File: src/rtl/mem_bus_arbiter_pkg.sv
// -----------------------------------------------------------------------------
// mem_bus_arbiter_pkg
// Shared types and sizing for the processor<->memory port arbiter:
//   - bus_command_t : command encoding on every request/memory port
//   - arb_state_t   : arbiter grant/lock state
//   - arb_owner_t   : which cache controller owns an outstanding memory tag
//   - ARB_NUM_TAGS / ARB_TAG_W / ARB_STARVE_LIMIT : default sizing
// -----------------------------------------------------------------------------
`ifndef NUM_MEM_TAGS
`define NUM_MEM_TAGS 15
`endif

package mem_bus_arbiter_pkg;

  // Valid memory tags are 1..ARB_NUM_TAGS; tag 0 means "no tag".
  localparam int ARB_NUM_TAGS     = `NUM_MEM_TAGS;
  localparam int ARB_TAG_W        = $clog2(ARB_NUM_TAGS + 1);
  localparam int ARB_STARVE_LIMIT = 4;

  typedef enum logic [1:0] {
    BUS_NONE  = 2'h0,
    BUS_LOAD  = 2'h1,
    BUS_STORE = 2'h2
  } bus_command_t;

  typedef enum logic [1:0] {
    ARB_FREE   = 2'h0,
    ARB_LOCK_D = 2'h1,
    ARB_LOCK_I = 2'h2
  } arb_state_t;

  typedef enum logic {
    OWN_D = 1'b0,
    OWN_I = 1'b1
  } arb_owner_t;

  typedef logic [ARB_TAG_W-1:0] tag_t;

endpackage

File: src/rtl/mem_bus_arbiter_if.sv
// -----------------------------------------------------------------------------
// mem_bus_arbiter_if
// Bundles every bus signal around the arbiter:
//   d2arb_*     dcache controller request (command, addr, store data)
//   i2arb_*     icache controller request (command, addr)
//   mem2proc_*  memory accept tag, return tag and return data
//   proc2mem_*  request issued to memory
//   arb2d_* / arb2i_*  per-requester accept tag, return tag, return data
//   orphan_tag  pulse for a returned tag with no recorded owner
// Modports:
//   master : the arbiter's view (drives proc2mem_*, arb2*_*, orphan_tag)
//   slave  : the surrounding caches/memory view (drives requests and memory)
// -----------------------------------------------------------------------------
interface mem_bus_arbiter_if;
  import mem_bus_arbiter_pkg::*;

  bus_command_t d2arb_command;
  logic [31:0]  d2arb_addr;
  logic [63:0]  d2arb_data;

  bus_command_t i2arb_command;
  logic [31:0]  i2arb_addr;

  tag_t         mem2proc_response;
  logic [63:0]  mem2proc_data;
  tag_t         mem2proc_tag;

  bus_command_t proc2mem_command;
  logic [31:0]  proc2mem_addr;
  logic [63:0]  proc2mem_data;

  tag_t         arb2d_response;
  tag_t         arb2i_response;
  tag_t         arb2d_tag;
  tag_t         arb2i_tag;
  logic [63:0]  arb2d_data;
  logic [63:0]  arb2i_data;
  logic         orphan_tag;

  modport master (
    input  d2arb_command, d2arb_addr, d2arb_data,
    input  i2arb_command, i2arb_addr,
    input  mem2proc_response, mem2proc_data, mem2proc_tag,
    output proc2mem_command, proc2mem_addr, proc2mem_data,
    output arb2d_response, arb2i_response,
    output arb2d_tag, arb2i_tag, arb2d_data, arb2i_data,
    output orphan_tag
  );

  modport slave (
    output d2arb_command, d2arb_addr, d2arb_data,
    output i2arb_command, i2arb_addr,
    output mem2proc_response, mem2proc_data, mem2proc_tag,
    input  proc2mem_command, proc2mem_addr, proc2mem_data,
    input  arb2d_response, arb2i_response,
    input  arb2d_tag, arb2i_tag, arb2d_data, arb2i_data,
    input  orphan_tag
  );

endinterface

File: src/rtl/mem_tag_owner_table.sv
// -----------------------------------------------------------------------------
// mem_tag_owner_table
// Remembers which requester owns each outstanding memory tag.
// Ports:
//   clock, reset            clock, asynchronous active-low reset (clears valids)
//   alloc_en/tag/owner      record alloc_owner as owner of alloc_tag
//   ret_tag                 tag currently returning from memory (0 = none)
//   ret_hit/ret_owner       ret_tag is outstanding, and who owns it
//   ret_orphan              ret_tag is nonzero but not outstanding
// A hit retires the entry at the clock edge. If the same tag is retired and
// allocated together, the lookup sees the old owner and the allocate wins.
// -----------------------------------------------------------------------------
module mem_tag_owner_table
  import mem_bus_arbiter_pkg::*;
#(
  parameter int NUM_TAGS = ARB_NUM_TAGS,
  parameter int TAG_W    = ARB_TAG_W
) (
  input  logic             clock,
  input  logic             reset,
  input  logic             alloc_en,
  input  logic [TAG_W-1:0] alloc_tag,
  input  arb_owner_t       alloc_owner,
  input  logic [TAG_W-1:0] ret_tag,
  output logic             ret_hit,
  output arb_owner_t       ret_owner,
  output logic             ret_orphan
);

  logic [NUM_TAGS:1] valid_q, valid_d;
  arb_owner_t        owner_q [1:NUM_TAGS];
  arb_owner_t        owner_d [1:NUM_TAGS];

  // Lookup of the returning tag against the current table contents.
  always_comb begin
    // NOTE: every always_comb output gets a default first so no path leaves
    // it unassigned, which would otherwise infer a latch.
    ret_hit   = 1'b0;
    ret_owner = OWN_D;
    for (int i = 1; i <= NUM_TAGS; i++) begin
      if (ret_tag == TAG_W'(i) && valid_q[i]) begin
        ret_hit   = 1'b1;
        ret_owner = owner_q[i];
      end
    end
    ret_orphan = (ret_tag != '0) && !ret_hit;
  end

  // Retire first, then allocate, so an allocate of the same tag takes effect.
  always_comb begin
    valid_d = valid_q;
    owner_d = owner_q;
    for (int i = 1; i <= NUM_TAGS; i++) begin
      if (ret_hit && ret_tag == TAG_W'(i)) begin
        valid_d[i] = 1'b0;
      end
      if (alloc_en && alloc_tag == TAG_W'(i)) begin
        valid_d[i] = 1'b1;
        owner_d[i] = alloc_owner;
      end
    end
  end

  always_ff @(posedge clock or negedge reset) begin
    if (!reset) begin
      valid_q <= '0;
    end else begin
      valid_q <= valid_d;
    end
  end

  // NOTE: the owner bits are storage qualified by valid_q, so they carry no
  // reset; only the valid bits need a known value after reset.
  always_ff @(posedge clock) begin
    owner_q <= owner_d;
  end

endmodule

File: src/rtl/mem_bus_arbiter.sv
// -----------------------------------------------------------------------------
// mem_bus_arbiter
// Shares the single processor<->memory port between the dcache controller
// (loads and stores) and the icache controller (loads only).
// Ports:
//   clock  system clock
//   reset  asynchronous active-low reset; all outputs forced to 0/BUS_NONE
//   bus    mem_bus_arbiter_if.master carrying all request/memory signals
// The granted request reaches memory in the same cycle. A grant that memory
// does not accept (response 0) is locked until accepted or withdrawn. icache
// wins a free arbitration once it has been denied STARVE_LIMIT cycles.
// Accepted loads record their tag owner; returning data goes to that owner.
// -----------------------------------------------------------------------------
module mem_bus_arbiter
  import mem_bus_arbiter_pkg::*;
#(
  parameter int STARVE_LIMIT = ARB_STARVE_LIMIT
) (
  input  logic               clock,
  input  logic               reset,
  mem_bus_arbiter_if.master  bus
);

  localparam int              CNT_W      = $clog2(STARVE_LIMIT + 1);
  localparam logic [CNT_W-1:0] STARVE_MAX = CNT_W'(STARVE_LIMIT);

  arb_state_t       state_q, state_d;
  logic [CNT_W-1:0] starve_q, starve_d;

  logic         d_req, i_req;
  logic         grant_d, grant_i;
  logic         accepted;
  logic         alloc_en;
  bus_command_t grant_cmd;
  arb_owner_t   alloc_owner;
  logic         ret_hit;
  arb_owner_t   ret_owner;
  logic         ret_orphan;

  // Grant selection.
  always_comb begin
    d_req   = (bus.d2arb_command != BUS_NONE);
    i_req   = (bus.i2arb_command != BUS_NONE);
    grant_d = 1'b0;
    grant_i = 1'b0;
    unique case (state_q)
      ARB_FREE: begin
        grant_i = i_req && (!d_req || starve_q >= STARVE_MAX);
        grant_d = d_req && !grant_i;
      end
      // A locked requester keeps the port; withdrawing its command frees it.
      ARB_LOCK_D: grant_d = d_req;
      ARB_LOCK_I: grant_i = i_req;
      default: ;
    endcase
    grant_cmd   = grant_d ? bus.d2arb_command :
                  grant_i ? bus.i2arb_command : BUS_NONE;
    accepted    = (grant_d || grant_i) && (bus.mem2proc_response != '0);
    alloc_en    = accepted && (grant_cmd == BUS_LOAD);
    alloc_owner = grant_i ? OWN_I : OWN_D;
  end

  // Next state and starvation count.
  always_comb begin
    state_d = ARB_FREE;
    if (grant_d && !accepted) begin
      state_d = ARB_LOCK_D;
    end else if (grant_i && !accepted) begin
      state_d = ARB_LOCK_I;
    end

    starve_d = starve_q;
    if (grant_i && accepted) begin
      starve_d = '0;
    end else if (i_req && !grant_i && starve_q < STARVE_MAX) begin
      starve_d = starve_q + 1'b1;
    end
  end

  always_ff @(posedge clock or negedge reset) begin
    // NOTE: state registers use non-blocking assignments so every flop
    // samples the pre-edge values, independent of statement order.
    if (!reset) begin
      state_q  <= ARB_FREE;
      starve_q <= '0;
    end else begin
      state_q  <= state_d;
      starve_q <= starve_d;
    end
  end

  mem_tag_owner_table #(
    .NUM_TAGS (ARB_NUM_TAGS),
    .TAG_W    (ARB_TAG_W)
  ) u_owner_table (
    .clock       (clock),
    .reset       (reset),
    .alloc_en    (alloc_en),
    .alloc_tag   (bus.mem2proc_response),
    .alloc_owner (alloc_owner),
    .ret_tag     (bus.mem2proc_tag),
    .ret_hit     (ret_hit),
    .ret_owner   (ret_owner),
    .ret_orphan  (ret_orphan)
  );

  // Output steering. Outputs depend on inputs combinationally, so they are
  // gated by reset to stay quiet while requesters are still in reset.
  always_comb begin
    bus.proc2mem_command = BUS_NONE;
    bus.proc2mem_addr    = '0;
    bus.proc2mem_data    = '0;
    bus.arb2d_response   = '0;
    bus.arb2i_response   = '0;
    bus.arb2d_tag        = '0;
    bus.arb2i_tag        = '0;
    bus.arb2d_data       = '0;
    bus.arb2i_data       = '0;
    bus.orphan_tag       = 1'b0;
    if (reset) begin
      if (grant_d) begin
        bus.proc2mem_command = bus.d2arb_command;
        bus.proc2mem_addr    = bus.d2arb_addr;
        bus.proc2mem_data    = bus.d2arb_data;
        bus.arb2d_response   = bus.mem2proc_response;
      end else if (grant_i) begin
        bus.proc2mem_command = bus.i2arb_command;
        bus.proc2mem_addr    = bus.i2arb_addr;
        bus.arb2i_response   = bus.mem2proc_response;
      end
      if (ret_hit) begin
        if (ret_owner == OWN_D) begin
          bus.arb2d_tag  = bus.mem2proc_tag;
          bus.arb2d_data = bus.mem2proc_data;
        end else begin
          bus.arb2i_tag  = bus.mem2proc_tag;
          bus.arb2i_data = bus.mem2proc_data;
        end
      end
      bus.orphan_tag = ret_orphan;
    end
  end

endmodule

File: src/flat_wrapper.sv
// flat-port wrapper written by rule: the top's interface ports become plain ports
module mem_bus_arbiter_flat import mem_bus_arbiter_pkg::*;
#(
  parameter int STARVE_LIMIT = ARB_STARVE_LIMIT
)
  (clock, reset, bus_d2arb_command, bus_d2arb_addr, bus_d2arb_data, bus_i2arb_command, bus_i2arb_addr, bus_mem2proc_response, bus_mem2proc_data, bus_mem2proc_tag, bus_proc2mem_command, bus_proc2mem_addr, bus_proc2mem_data, bus_arb2d_response, bus_arb2i_response, bus_arb2d_tag, bus_arb2i_tag, bus_arb2d_data, bus_arb2i_data, bus_orphan_tag);
  mem_bus_arbiter_if bus_i ();
  input  logic clock;
  input  logic reset;
  input wire logic [$bits(bus_i.d2arb_command)-1:0] bus_d2arb_command;
  input wire logic [$bits(bus_i.d2arb_addr)-1:0] bus_d2arb_addr;
  input wire logic [$bits(bus_i.d2arb_data)-1:0] bus_d2arb_data;
  input wire logic [$bits(bus_i.i2arb_command)-1:0] bus_i2arb_command;
  input wire logic [$bits(bus_i.i2arb_addr)-1:0] bus_i2arb_addr;
  input wire logic [$bits(bus_i.mem2proc_response)-1:0] bus_mem2proc_response;
  input wire logic [$bits(bus_i.mem2proc_data)-1:0] bus_mem2proc_data;
  input wire logic [$bits(bus_i.mem2proc_tag)-1:0] bus_mem2proc_tag;
  output wire logic [$bits(bus_i.proc2mem_command)-1:0] bus_proc2mem_command;
  output wire logic [$bits(bus_i.proc2mem_addr)-1:0] bus_proc2mem_addr;
  output wire logic [$bits(bus_i.proc2mem_data)-1:0] bus_proc2mem_data;
  output wire logic [$bits(bus_i.arb2d_response)-1:0] bus_arb2d_response;
  output wire logic [$bits(bus_i.arb2i_response)-1:0] bus_arb2i_response;
  output wire logic [$bits(bus_i.arb2d_tag)-1:0] bus_arb2d_tag;
  output wire logic [$bits(bus_i.arb2i_tag)-1:0] bus_arb2i_tag;
  output wire logic [$bits(bus_i.arb2d_data)-1:0] bus_arb2d_data;
  output wire logic [$bits(bus_i.arb2i_data)-1:0] bus_arb2i_data;
  output wire logic [$bits(bus_i.orphan_tag)-1:0] bus_orphan_tag;
  assign bus_i.d2arb_command = bus_d2arb_command;
  assign bus_i.d2arb_addr = bus_d2arb_addr;
  assign bus_i.d2arb_data = bus_d2arb_data;
  assign bus_i.i2arb_command = bus_i2arb_command;
  assign bus_i.i2arb_addr = bus_i2arb_addr;
  assign bus_i.mem2proc_response = bus_mem2proc_response;
  assign bus_i.mem2proc_data = bus_mem2proc_data;
  assign bus_i.mem2proc_tag = bus_mem2proc_tag;
  assign bus_proc2mem_command = bus_i.proc2mem_command;
  assign bus_proc2mem_addr = bus_i.proc2mem_addr;
  assign bus_proc2mem_data = bus_i.proc2mem_data;
  assign bus_arb2d_response = bus_i.arb2d_response;
  assign bus_arb2i_response = bus_i.arb2i_response;
  assign bus_arb2d_tag = bus_i.arb2d_tag;
  assign bus_arb2i_tag = bus_i.arb2i_tag;
  assign bus_arb2d_data = bus_i.arb2d_data;
  assign bus_arb2i_data = bus_i.arb2i_data;
  assign bus_orphan_tag = bus_i.orphan_tag;
  mem_bus_arbiter #(.STARVE_LIMIT(STARVE_LIMIT)) u_core (.clock(clock), .reset(reset), .bus(bus_i));
endmodule
File: config.mk
export PLATFORM = sky130hd
export DESIGN_NAME = mem_bus_arbiter_flat
export DESIGN_NICKNAME = d
export VERILOG_FILES = /design/src/rtl/mem_bus_arbiter_pkg.sv /design/src/rtl/mem_bus_arbiter_if.sv /design/src/rtl/mem_tag_owner_table.sv /design/src/rtl/mem_bus_arbiter.sv /design/src/flat_wrapper.sv
export SDC_FILE = /design/constraint.sdc
export NUM_CORES = 1
export LEC_CHECK = 0
export ABC_AREA = 1
export ABC_CLOCK_PERIOD_IN_PS = 2400
export CAP_MARGIN = 20
export CORE_AREA = 8 8 167 169
export CTS_CLUSTER_DIAMETER = 100
export DETAILED_ROUTE_END_ITERATION = 8
export DIE_AREA = 0 0 175 177
export PLACE_DENSITY = 0.63
export SYNTH_ARGS = -nofsm -noshare
export SYNTH_HDL_FRONTEND = slang
export SYNTH_SLANG_ARGS = --single-unit
File: constraint.sdc
create_clock -name clock -period 2.4 [get_ports clock]
set_clock_uncertainty 0.2 [all_clocks]
set_input_delay 0.48 -clock clock [delete_from_list [all_inputs] [get_ports clock]]
set_output_delay 0.48 -clock clock [all_outputs]
set_load 0.01 [all_outputs]
# After elaboration in Yosys (flattened, before gate mapping)
# Index checks and enable logic that the tools add are counted.
[classes] add_sub_neg=1 mul=0 div=0 magnitude_cmp=2 n_eq_ne=33 n_shift=0 muxes=93 n_bitwise=0 n_reduce_logical=83
[op_table] operator="two-way mux 64 bit" n=8
[op_table] operator="two-way mux 32 bit" n=3
[op_table] operator="equality test 4 bit (second input constant)" n=16
[op_table] operator="two-way mux 1 bit" n=62
[op_table] operator="logical AND 1 bit" n=55
[op_table] operator="two-way mux 4 bit" n=11
[op_table] operator="nonzero test 2 bit" n=18
[op_table] operator="equality test 4 x 3 -> 1 bit (second input constant)" n=8
[op_table] operator="equality test 4 x 2 -> 1 bit (second input constant)" n=4
[op_table] operator="two-way mux 2 bit" n=5
[op_table] operator="equality test 4 x 1 -> 1 bit (second input constant)" n=2
[op_table] operator="nonzero test 4 bit" n=2
[op_table] operator="two-way mux 3 bit" n=2
[op_table] operator="zero test 1 bit" n=5
[op_table] operator="equality test 2 x 1 -> 1 bit (second input constant)" n=2
[op_table] operator="case mux 1 bit (2 select lines)" n=2
[op_table] operator="adder 3 x 1 -> 3 bit (second input constant)" n=1
[op_table] operator="greater-or-equal comparator 3 bit (second input constant)" n=1
[op_table] operator="< comparator 3 bit (second input constant)" n=1
[op_table] operator="equality test 2 bit (second input constant)" n=1
[op_table] operator="zero test 2 bit" n=1
[op_table] operator="logical OR 1 bit" n=2
[word_totals] ff_bits=35 latchBits=0 ramBits=0 rom_bits=0 output_inout_bits=243 wordCells=244 mem_count=0

# Logic depth before layout (Yosys ltp)
# Gate-level depths: netlist (run 1).
[depth] depth_word=20 mapped_depth=15

# Hierarchy
# From an unflattened synthesis (run 1), not the netlist that was laid out.
[unflattened] hier_cells=696 area_unflattened_um2=3827.4
[modules_own_cells] module="mem_bus_arbiter" n_inst=1 cells_per_inst=539 area_each_um2=2398.6
[modules_own_cells] module="mem_tag_owner_table" n_inst=1 cells_per_inst=157 area_each_um2=1428.9

# Least setup slack after synthesis (run 1)
# No wires, ideal clock.
[synth_timing] kind="input-to-output" start="input port bus_mem2proc_tag[1]" end="output port bus_arb2d_data[43]" arrival_ps=1822 t_required_ps=1720 slack_ps=-102 stages=11 path_cell_list="nor2_1 -> clkinv_1 -> nor3_2 -> nor4_1 -> nand2_1 -> nor3_2 -> nor2_4 -> buf_6 -> buf_8 -> nand2_4 -> nor2_2"
[synth_between] elab_chain_len=20 word_cells_on_any_way=63 cone_classes="eq/ne (15); mux (33); reduce/logical (15)"
[synth_lines] item="start: declaration" line="flat_wrapper.sv:17" source="input wire logic [$bits(bus_i.mem2proc_tag)-1:0] bus_mem2proc_tag;"
[synth_lines] item="equality test 4 x 1 -> 1 bit" line="mem_tag_owner_table.sv:41" source="if (ret_tag == TAG_W'(i) && valid_q[i]) begin"
[synth_lines] item="logical AND 1 bit" line="mem_tag_owner_table.sv:41"
[synth_lines] item="two-way mux 1 bit (15 in series)" line="mem_tag_owner_table.sv:41"
[synth_lines] item="two-way mux 64 bit" line="mem_bus_arbiter.sv:132" source="if (ret_owner == OWN_D) begin"
[synth_lines] item="two-way mux 64 bit *" line="mem_bus_arbiter.sv:131" source="if (ret_hit) begin"
[synth_lines] item="two-way mux 64 bit *" line="mem_bus_arbiter.sv:120" source="if (reset) begin"
[synth_lines] item="end: declaration" line="flat_wrapper.sv:25" source="output wire logic [$bits(bus_i.arb2d_data)-1:0] bus_arb2d_data;"
# Every way passes the cells marked *; elsewhere a longest branch is shown, timed or not.

# Worst setup path after layout (run 1)
[layout_timing] start="input port bus_mem2proc_tag[1]" end="output port bus_arb2d_data[29]"
# The elaborated chain is that of the path after synthesis.

==> flow_metrics.tcl, run 1 <==
set metrics [dict create \
    routed_wire_length_per_instance_um 18.1 \
    synth-seq-area-share_pct 24.5 \
    fin_nets 1503 \
    synth_top_area_share_pct 19.9 \
    startpoint "bus_mem2proc_tag[1]" \
    setup-violations-final 249 \
    grt_pass1_vias 6508 \
    cp.required_ns 1.72 \
    layout_worst_path_cycle_share_pct 130 \
    coreArea_sq_um 25500 \
    ios 449 \
    drcViolationCount 0 \
    synthCells 687 \
    p_leak_nw 5.98 \
    synth_seq_cells 35 \
    period_needed_ns 3.13 \
    cp_slowest_cell "nor3_4" \
    clock.fmax_mhz 319 \
    totalWireLength_um 29600 \
    fin_area_sq_um 12600 \
    rsz0062_at_grt "true" \
    dpl.hpwl_um 20800 \
    yosys_warnings 0 \
    ctsHoldBuffers 0 \
    grt_max_degree 48 \
    cp-start-kind "input port" \
    hold_viol_final 0 \
    postRouteAntennaNets 0 \
    cts.clk_slew.worst_paths_ns 0.05 \
    ir_worst_vdd_v 0.000369 \
    cts_buffers 5 \
    critPathArrivalTime_ns 2.45 \
    ys_top_cells_by_area "nor2_1, nand2_1, dfrtp_1" \
    setup_tns_ns -97.59 \
    drive_gt1_share_pct 61.8 \
    port_buffers 448 \
    clock-sinks 35 \
    crit_top_cell "buf_6" \
    power_density_nw_per_um2 615 \
    via_per_inst 4.15 \
    syn-num-nets 894 \
    r2r-start "u_core.state_q[0]$_DFF_PN0_" \
    final_common_cell "clkdlybuf4s50_1" \
    grt_pass1_wl_um 36300 \
    crit_path_end_kind "output port" \
    setup_ws_ns -0.731 \
    syn2layout_area_growth_pct 226 \
    avgSynthCellArea_sq_um 5.64 \
    synth_largest_area_cell "nor2_1" \
    nFillCells 2343 \
    critPathKind "input port to output port" \
    max-slew-margin-rel_pct 71.9 \
    violations "negative setup slack" \
    clk_latency_ns 0.28 \
    worstPathCellList "buf_12 > buf_6 > nor2_4 > inv_4 > buf_6 > nor3_4 > nor4_4 > nand2_1 > nor3_4 > nor2_4 > buf_6 > clkbuf_16 > buf_8 > nand2_4 > nor2_1 > buf_2" \
    grtUsageTotal_pct 14.4 \
    grt_antenna_before_repair 1 \
    cts_buffer_depth 2 \
    final_cell_mix "clkdlybuf4s50_1, buf_6, buf_2" \
    tightest_slew_ns 0.421 \
    status "complete, but fails checks" \
    row_count 59 \
    dpl-instance-area_sq_um 9870 \
    maxCapViolations 0 \
    gp_congestion 0.886 \
    dr.pass1.iters 4 \
    via_count 6768 \
    antenna_cells 0 \
    slowest_delay_ns 0.24 \
    h-tree-depth 2 \
    synth_cell_types 34 \
    grt-ovfl-total 0 \
    dieArea_sq_um 31000 \
    die_h_um 177 \
    start_util_pct 15.2 \
    die_w_um 175 \
    drt-initial-drc-count 253 \
    netlist_area_sq_um 3880 \
    path_max_fanout 5 \
    hp-class "input port to asynchronous set/reset pin" \
    clock-root-buffer "clkbuf_16" \
    cts_tree "done" \
    maxSlewViolCount 0 \
]
## critical path: cells and delay by family
family	cells	cell delay, ns
simple gates	8	0.99
buf+inv	8	0.96
## stage by stage
stage	hold WS, ns	worst slack [ns]	power (W)	cells	util [%]
after detailed placement	0.293	-1.45	0.00485	1532	38.7
after CTS	0.305	-0.958	0.00582	1556	40.1
after floorplan	-0.0156	-0.0115	0.00267	687	-
after global routing	0.123	-0.856	0.00817	1632	49.7
final	0.117	-0.731	0.00778	1632	49.7
after global placement	0.286	-1.43	0.00482	1532	38.7
## power by group
group	switching, W	internal [W]
Clock	0.000238	0.000553
Sequential	0.0000927	0.000815
Combinational	0.00296	0.00311
## path summary, 6_finish.rpt
kind | endpoint | slack [ns] | cells past startpoint
max reg2reg | u_core.u_owner_table.owner_q[3]$_DFFE_PP_ | -0.05 | 15
max | bus_arb2d_data[29] | -0.73 | 16
max in group asynchronous | u_core.u_owner_table.valid_q[15]$_DFFE_PN0P_ | 1.74 | 2
min reg2reg | u_core.u_owner_table.valid_q[4]$_DFFE_PN0P_ | 0.30 | 2
min in group clock | u_core.u_owner_table.valid_q[4]$_DFFE_PN0P_ | 0.30 | 2
min | u_core.u_owner_table.valid_q[11]$_DFFE_PN0P_ | 0.12 | 2
## flip-flops by register name, indices dropped and copies added (netlist names)
register	cells
u_core.u_owner_table.owner_q	15
u_core.u_owner_table.valid_q	15
u_core.starve_q	3
u_core.state_q	2
## cell families (layout without fill, tap and decap cells)
group | count (synthesis) | in the layout | synth area share [%]
flops | 35 | 35 | 24.5
compound gates | 57 | 57 | 8.20
simple gates | 442 | 444 | 50.6
fa+ha+maj | 1 | 1 | 0.323
buf+inv | 152 | 760 | 16.4
## synth_stat cells, drive strengths merged
| library cell | count |
|---|---|
| nor2 | 241 |
| nand2 | 167 |
| inv | 112 |
| a21oi | 34 |
| clkbuf | 23 |
| dfrtp | 20 |
| edfxtp | 15 |
| buf | 14 |
| nor3 | 14 |
| o22ai | 10 |
| o21ai | 9 |
| nand3 | 8 |
| nand4 | 7 |
| clkinv | 3 |
| a32o | 2 |
| nor4 | 2 |
| or2 | 2 |
| a21o | 1 |
| ha | 1 |
| o31ai | 1 |
| or3 | 1 |
## timing repair
item / 4_1_cts / 5_1_grt
setup buffers: 14 / 57
endpoints found under the setup margin: 273 / 273
gates resized for setup: 303 / 1198
pin swaps: 14 / 162
cloned: 2 / 27
## metal layers
layer / GRT usage [%] / part of all wire, % / vias up
met1: 16.1 / 38 / 3143
met4: 1.91 / 0.67 / 2
met3: 4.97 / 7.9 / 19
met2: 26.8 / 54 / 316
met5: 0 / 0.044 / -
li1: - / - / 3288
## layout make-up
class | instances | area [sq um] | area share (%)
Sequential cell | 35 | 951 | 7.52
Timing Repair Buffer | 637 | 6380 | 50.4
Inverter | 115 | 448 | 3.54
Clock inverter | 1 | 30.0 | 0.237
Clock buffer | 7 | 154 | 1.22
Tap cell | 335 | 419 | 3.31
Multi-Input combinational cell | 502 | 4270 | 33.8
(Power assumes the default switching activity.)
==> run 2: changes to the inputs <==
--- a/config.mk
+++ b/config.mk
@@ -5,14 +5,14 @@
 export SDC_FILE = /design/constraint.sdc
 export NUM_CORES = 1
 export LEC_CHECK = 0
-export ABC_AREA = 1
 export ABC_CLOCK_PERIOD_IN_PS = 2400
 export CAP_MARGIN = 20
-export CORE_AREA = 8 8 167 169
+export CORE_AREA = 8 8 166 168
 export CTS_CLUSTER_DIAMETER = 100
 export DETAILED_ROUTE_END_ITERATION = 8
-export DIE_AREA = 0 0 175 177
-export PLACE_DENSITY = 0.63
+export DIE_AREA = 0 0 174 176
+export PLACE_DENSITY = 0.66
 export SYNTH_ARGS = -nofsm -noshare
 export SYNTH_HDL_FRONTEND = slang
 export SYNTH_SLANG_ARGS = --single-unit
+export TNS_END_PERCENT = 50
==> run 2 against run 1 <==
Compared with the run above: fmax down 5.3%; global-route usage up 6.7 points; critical endpoint is now bus_arb2i_data[32]; utilization up 4.0 points; flip-flop and latch count unchanged; combinational power down 22%; final area up 5.2%; critical path depth down 3; largest power group unchanged; sequential power down 6.4%; sequential share of layout area down 0.37 points; power down 20%; clock power down 24%; the flow still finishes with violations (negative setup slack); final cell count down 2.5%.
==> flow_metrics.tcl, run 2 <==
set metrics [dict create \
    status "complete, but fails checks" \
    violations "negative setup slack" \
    hold_viol_final 0 \
    synth_commonest_cells "nor3_1, and2_1, o211ai_1" \
    die_w_um 174 \
    clock-sinks 35 \
    cp.required_ns 1.72 \
    setup-violations-final 242 \
    via_count 7946 \
    final_cell_mix "clkdlybuf4s50_1, buf_4, buf_6" \
    ys_top_cells_by_area "o211ai_1, dfrtp_1, edfxtp_1" \
    max-slew-margin-rel_pct 68.4 \
    r2r_end "u_core.u_owner_table.owner_q[11]$_DFFE_PP_" \
    synth-seq-area-share_pct 21.7 \
    dpl-instance-area_sq_um 10800 \
    grt_antenna_before_repair 4 \
    crit_top_cell "buf_12" \
    critPathArrivalTime_ns 2.63 \
    grtUsageTotal_pct 21.2 \
    cp-start-kind "input port" \
    clock.fmax_mhz 302 \
    clock-root-buffer "clkbuf_16" \
    coreArea_sq_um 24800 \
    r2r_cells 7 \
    clk_latency_ns 0.28 \
    r2r_setup_slack_ns 0.24 \
    die_h_um 176 \
    maxCapViolations 0 \
    ir_worst_vdd_v 0.000328 \
    synthArstFlopShare_pct 57.1 \
    synth_seq_cells 35 \
    h-tree-depth 2 \
    cts_buffer_depth 2 \
    netlist_area_sq_um 4380 \
    critPathKind "input port to output port" \
    ctsHoldBuffers 0 \
    hp-class "input port to asynchronous set/reset pin" \
    synthCells 591 \
    drcViolationCount 0 \
    port_buffers 448 \
    drt-initial-drc-count 503 \
    grt_pass1_wl_um 50800 \
    dr.pass1.iters 5 \
    post-route-util_pct 53.6 \
    drive_gt1_share_pct 53.6 \
    postRouteAntennaNets 0 \
    final_common_cell "clkdlybuf4s50_1" \
    syn2layout_area_growth_pct 204 \
    power_density_nw_per_um2 467 \
    cts_tree "done" \
    layout_worst_path_cycle_share_pct 138 \
    synth_edf_count 15 \
    path_buf_inv 8 \
    synth_ff_type "dfrtp_1" \
    routed_wire_length_per_instance_um 23.5 \
    synth_cell_types 55 \
    row_count 58 \
    cp_top_family "buffers and inverters" \
    grt_pass1_vias 8049 \
    slowest_delay_ns 0.39 \
    synth_most_common_cell "nor3_1" \
    path_max_fanout 5 \
    cts_buffers 5 \
    via_per_inst 4.99 \
    synth_top_area_share_pct 11.5 \
    cts.clk_slew.worst_paths_ns 0.05 \
    cp_slowest_cell "a211o_4" \
    p_leak_nw 5.58 \
    gp_congestion 0.892 \
    period_needed_ns 3.31 \
    worstPathCellList "buf_12 > buf_4 > buf_6 > or2_4 > a21oi_2 > o211ai_1 > buf_4 > a211o_4 > buf_12 > buf_12 > buf_16 > a21oi_2 > buf_2" \
    yosys_warnings 0 \
    rsz0062_at_grt "true" \
    avgSynthCellArea_sq_um 7.42 \
    syn-num-nets 798 \
    maxSlewViolCount 0 \
    grt_max_degree 54 \
    setup_ws_ns -0.907 \
    totalWireLength_um 37400 \
    fin_nets 1467 \
    r2r-start "u_core.state_q[1]$_DFF_PN0_" \
    start_util_pct 17.7 \
    fin_area_sq_um 13300 \
    startpoint "bus_mem2proc_tag[2]" \
    ios 449 \
    reg_top3 "u_core.u_owner_table.owner_q: 15 flops, u_core.u_owner_table.valid_q: 15 flops, u_core.starve_q: 3 flops" \
    dieArea_sq_um 30600 \
    grt-ovfl-total 0 \
    fin_hold_ws_ns 0.00794 \
    tightest_slew_ns 0.472 \
    crit_path_end_kind "output port" \
    dpl.hpwl_um 25300 \
    synth_largest_area_cell "o211ai_1" \
    place_ws_ns -1.56 \
]
run 2: changes by cell type in the layout (fill, tap and decap cells not counted), moves of 39 or more:
cell / delta
nor2_2: -51
and2_1: +52
nand2_4: -57
buf_4: +90
nor2_4: -107
clkdlybuf4s50_1: +46
o211ai_1: +67
inv_1: -92
nor2_1: -74
nand2_1: -39
run 2: stage by stage:
stage	total power (W)	TNS (ns)	cells
after floorplan	0.00233	-37.57	591
after global placement	0.00427	-283.15	1415
after detailed placement	0.00430	-286.78	1415
after CTS	0.00566	-176.02	1533
after global routing	0.00650	-151.91	1592
final	0.00622	-134.47	1592
run 2: final cells by class:
| cell class | instances | area [sq um] |
|---|---|---|
| sequential | 35 | 951 |
| inverter | 8 | 30.0 |
| timing repair buffer | 743 | 7560 |
| fill | 2168 | 11500 |
| antenna | 1 | 2.50 |
| clock buffer | 8 | 136 |
| multi-input combinational | 467 | 4210 |
| tap | 330 | 413 |
run 2: cells by family after synthesis:
| family | Yosys count | share of synthesized area (%) |
|---|---|---|
| compound gates | 231 | 37.5 |
| fa+ha+maj | 1 | 0.285 |
| buf+inv | 89 | 9.59 |
| flops | 35 | 21.7 |
| mux | 2 | 0.514 |
| simple gates | 233 | 30.5 |
run 2: worst max path at each step:
stage,endpoint,slack [ns],cells past startpoint
after CTS,bus_arb2d_data[54],-0.90,12
final,bus_arb2i_data[32],-0.91,13
after detailed placement,bus_arb2d_data[44],-1.56,10
after global placement,bus_arb2d_data[44],-1.57,10
after global routing,bus_arb2i_data[17],-0.99,13
after floorplan,bus_arb2i_data[43],-0.27,7
run 2: layer usage:
layer | global-route usage (%) | share of wire [%] | vias up
met1 | 21.7 | 34 | 3795
met4 | 8.51 | 4.9 | 2
met2 | 40.0 | 52 | 448
met3 | 5.90 | 8.6 | 96
li1 | - | - | 3605
met5 | 0 | 0.027 | -
run 2: power breakdown:
group / leakage [nW] / switching, W / internal, W
Clock: 0.0652 / 0.000216 / 0.000385
Sequential: 0.391 / 0.0000946 / 0.000755
Combinational: 5.12 / 0.00214 / 0.00263
run 2: repair_timing:
item	CTS	global route
gates cloned	28	10
endpoints found under the hold margin	0	0
setup endpoints to repair	243	255
setup buffers	84	71
gates resized for setup	728	365
pin swaps	69	109
==> run 3: changes to the inputs <==
--- a/config.mk
+++ b/config.mk
@@ -7,12 +7,14 @@
 export LEC_CHECK = 0
 export ABC_CLOCK_PERIOD_IN_PS = 2400
 export CAP_MARGIN = 20
-export CORE_AREA = 8 8 166 168
+export CORE_AREA = 8 8 170 172
 export CTS_CLUSTER_DIAMETER = 100
 export DETAILED_ROUTE_END_ITERATION = 8
-export DIE_AREA = 0 0 174 176
-export PLACE_DENSITY = 0.66
+export DIE_AREA = 0 0 178 180
+export GPL_TIMING_DRIVEN = 0
+export PLACE_DENSITY = 0.6
 export SYNTH_ARGS = -nofsm -noshare
 export SYNTH_HDL_FRONTEND = slang
+export SYNTH_HIERARCHICAL = 1
 export SYNTH_SLANG_ARGS = --single-unit
 export TNS_END_PERCENT = 50
==> run 3 against run 2 <==
Compared with the run above: worst hold slack improved by 0.29 ns; clock power increased by 7.5%; the run still ends with negative setup slack left; die area increased by 4.6%; fmax decreased by 3.0%; wire length decreased by 17%; final cell count decreased by 16%; sequential share of layout area increased by 2.0 points; largest cell class unchanged; first-iteration DRC count decreased by 60%; synthesized cell count decreased by 22%; non-clock buffer count decreased by 183; combinational power decreased by 37%; synthesized area decreased by 17%.
==> flow_metrics.tcl, run 3 <==
set metrics [dict create \
    yosys_warnings 6 \
    fin_hold_ws_ns 0.294 \
    via_per_inst 4.24 \
    path_max_fanout 6 \
    violations "negative setup slack" \
    clock.fmax_mhz 293 \
    via_count 5677 \
    power_density_nw_per_um2 432 \
    syn2layout_area_growth_pct 186 \
    synthArstFlopShare_pct 57.1 \
    nFillCells 2636 \
    avgSynthCellArea_sq_um 7.94 \
    cp-start-kind "input port" \
    synth_top_area_share_pct 36.0 \
    reg_top3 "u_core/u_owner_table/owner_q: 15 flops, u_core/u_owner_table/valid_q: 15 flops, u_core/starve_q: 3 flops" \
    critPathArrivalTime_ns 2.73 \
    tightest_slew_ns 0.803 \
    synth-compound-area-share_pct 20.9 \
    die_w_um 178 \
    hp-class "flip-flop to flip-flop" \
    cts_tree "done" \
    clk_latency_ns 0.28 \
    crit_path_end_kind "output port" \
    yosys.area_share.simple_pct 46.4 \
    netlist_area_sq_um 3650 \
    period_needed_ns 3.41 \
    port_buffers 448 \
    synth_seq_cells 35 \
    setup-violations-final 224 \
    yosys.area_share.adder_pct 0.343 \
    drcViolationCount 0 \
    cp.required_ns 1.72 \
    row_count 60 \
    p_clk_share_pct 14.3 \
    final_common_cell "buf_6" \
    gp_congestion 0.817 \
    critPathKind "input port to output port" \
    ios 449 \
    grt_max_degree 17 \
    start_util_pct 13.9 \
    ir_worst_vdd_v 0.000229 \
    synth_xor_area_share_pct 0 \
    setup_ws_ns -1.01 \
    dr.pass1.iters 4 \
    fin_cells 1338 \
    drive_gt1_share_pct 55.9 \
    h-tree-depth 2 \
    max-slew-margin-rel_pct 46.3 \
    dp.cells 1250 \
    status "complete, but fails checks" \
    cts.clk_slew.worst_paths_ns 0.05 \
    grt_pass1_wl_um 42000 \
    p_leak_nw 4.84 \
    synth_top_family_by_area "simple AND/OR/NAND/NOR gates" \
    maxSlewViolCount 0 \
    synth.area.mux_share_pct 1.03 \
    syn-num-nets 667 \
    synth_edf_count 15 \
    grt_antenna_before_repair 4 \
    final_cell_mix "buf_6, clkdlybuf4s50_1, and2_4" \
    routed_wire_length_per_instance_um 23.2 \
    p_comb_share_pct 67.0 \
    synth_largest_area_cell "and2_1" \
    clock-root-buffer "clkbuf_16" \
    dpl.hpwl_um 25800 \
    dieArea_sq_um 32000 \
    intPower_w 0.00292 \
    postRouteAntennaNets 0 \
    totalWireLength_um 31100 \
    grtUsageTotal_pct 17.8 \
    coreArea_sq_um 26400 \
    synth_commonest_cells "and2_1, a22o_1, dfrtp_1, nor2_1, o21ai_0" \
    layout_worst_path_cycle_share_pct 142 \
    fin_nets 1201 \
    ys_top_cells_by_area "and2_1, dfrtp_1, edfxtp_1" \
    synth-seq-area-share_pct 26.0 \
    switching_share_pct 35.4 \
    cts_buffer_depth 2 \
    synth_cell_types 49 \
    drt-initial-drc-count 200 \
    maxCapViolations 0 \
    seqPwrFrac_pct 18.7 \
    grt_pass1_vias 6061 \
    p_total_w 0.00451 \
    rsz0062_at_grt "true" \
    synth_ff_type "dfrtp_1" \
    hold_viol_final 0 \
    clock-sinks 35 \
    grt-ovfl-total 0 \
    synth_most_common_cell "and2_1" \
    synthCells 460 \
    cts_buffers 5 \
    die_h_um 180 \
    p_switching_w 0.00160 \
]
## run 3: cell count changes after synthesis, sizes merged, moves of 6 or more
| cell | delta |
|---|---|
| and2 | +140 |
| nor3 | -75 |
| a21oi | -69 |
| o211ai | -64 |
| buf | -28 |
| clkbuf | -20 |
| nor2 | +11 |
| a21o | +10 |
| o31ai | -10 |
| nand2b | -7 |
| nor4 | -6 |
## run 3: cells by family (layout without fill, tap and decap cells)
logic type,Yosys count,after routing
and+or+nand+nor,285,285
AOI/OAI and AO/OA,96,96
buffers and inverters,40,575
DFF,35,35
muxes,3,3
adders and majority gates,1,1
other,0,2
## run 3: layer usage
metal | vias up | GRT usage [%] | wire (um)
met5 | - | 0 | 0
met4 | 0 | 10.2 | 1700
met3 | 47 | 5.41 | 2900
met2 | 347 | 34.9 | 17000
met1 | 2644 | 15.3 | 9510
li1 | 2639 | - | -
## run 3: metrics by stage
stage          setup slack [ns]  TNS, ns  area [sq um]  util, %
5_1_grt                   -1.09  -143.38         10500     39.7
3_3_place_gp              -2.65  -556.74          8660     32.9
3_5_place_dp              -2.60  -488.25          8690     33.0
2_1_floorplan            -0.554   -63.50          3750        -
6_report                  -1.01  -130.12         10500     39.7
4_1_cts                   -1.08  -206.52          9810     37.2
## run 3: repair_timing
| action | 4_1_cts | 5_1_grt |
|---|---|---|
| cloned | 14 | 3 |
| hold buffers | 2 | 0 |
| gates resized for setup | 865 | 607 |
| setup endpoints to repair | 274 | 275 |
| endpoints found under the hold margin | 4 | 0 |
| pin swaps | 73 | 41 |
| setup buffers | 39 | 24 |
## run 3: final timing paths
path	startpoint	to	slack [ns]	cells past startpoint
setup / recovery	bus_mem2proc_tag[0]	bus_arb2d_data[18]	-1.01	15
hold / removal	u_core/u_owner_table/valid_q[8]$_DFFE_PN0P_	u_core/u_owner_table/valid_q[8]$_DFFE_PN0P_	0.29	1
setup reg to reg	u_core/state_q[1]$_DFF_PN0_	u_core/u_owner_table/owner_q[7]$_DFFE_PP_	0	6
hold reg to reg	u_core/u_owner_table/valid_q[8]$_DFFE_PN0P_	u_core/u_owner_table/valid_q[8]$_DFFE_PN0P_	0.29	1
max in group asynchronous	reset	u_core/u_owner_table/valid_q[1]$_DFFE_PN0P_	0.67	3
min in group asynchronous	reset	u_core/starve_q[2]$_DFFE_PN0P_	0.48	2
## run 3: layout make-up
cell class                 instances  area (sq um)  area share (%)
clock inverter                     1          3.75          0.0359
tap                              341           427            4.08
antenna                            2          5.00          0.0479
clock buffer                       7           143            1.36
buffer                            32           477            4.56
inverter                           7          28.8           0.275
sequential                        35           951            9.10
multi-input combinational        385          3060            29.3
timing repair buffer             528          5360            51.3
## run 3: power groups by stage
| stage | Clock (W) | Sequential (W) | Combinational [W] |
|---|---|---|---|
| after floorplan | 0 | 0.000814 | 0.000948 |
| after global placement | 0 | 0.000836 | 0.00236 |
| after detailed placement | 0 | 0.000838 | 0.00238 |
| after CTS | 0.000665 | 0.000834 | 0.00283 |
| after global routing | 0.000686 | 0.000855 | 0.00319 |
| final | 0.000646 | 0.000844 | 0.00302 |
## run 3: worst max-delay path, cell delays in order
cell	delay [ns]
buf_12	0.11
buf_8	0.12
buf_6	0.12
nor2_4	0.16
nand3_4	0.11
o221a_4	0.27
a21oi_2	0.16
o211ai_1	0.15
buf_4	0.17
nor2_4	0.21
buf_12	0.17
clkbuf_16	0.14
buf_12	0.10
and2_4	0.13
buf_6	0.09
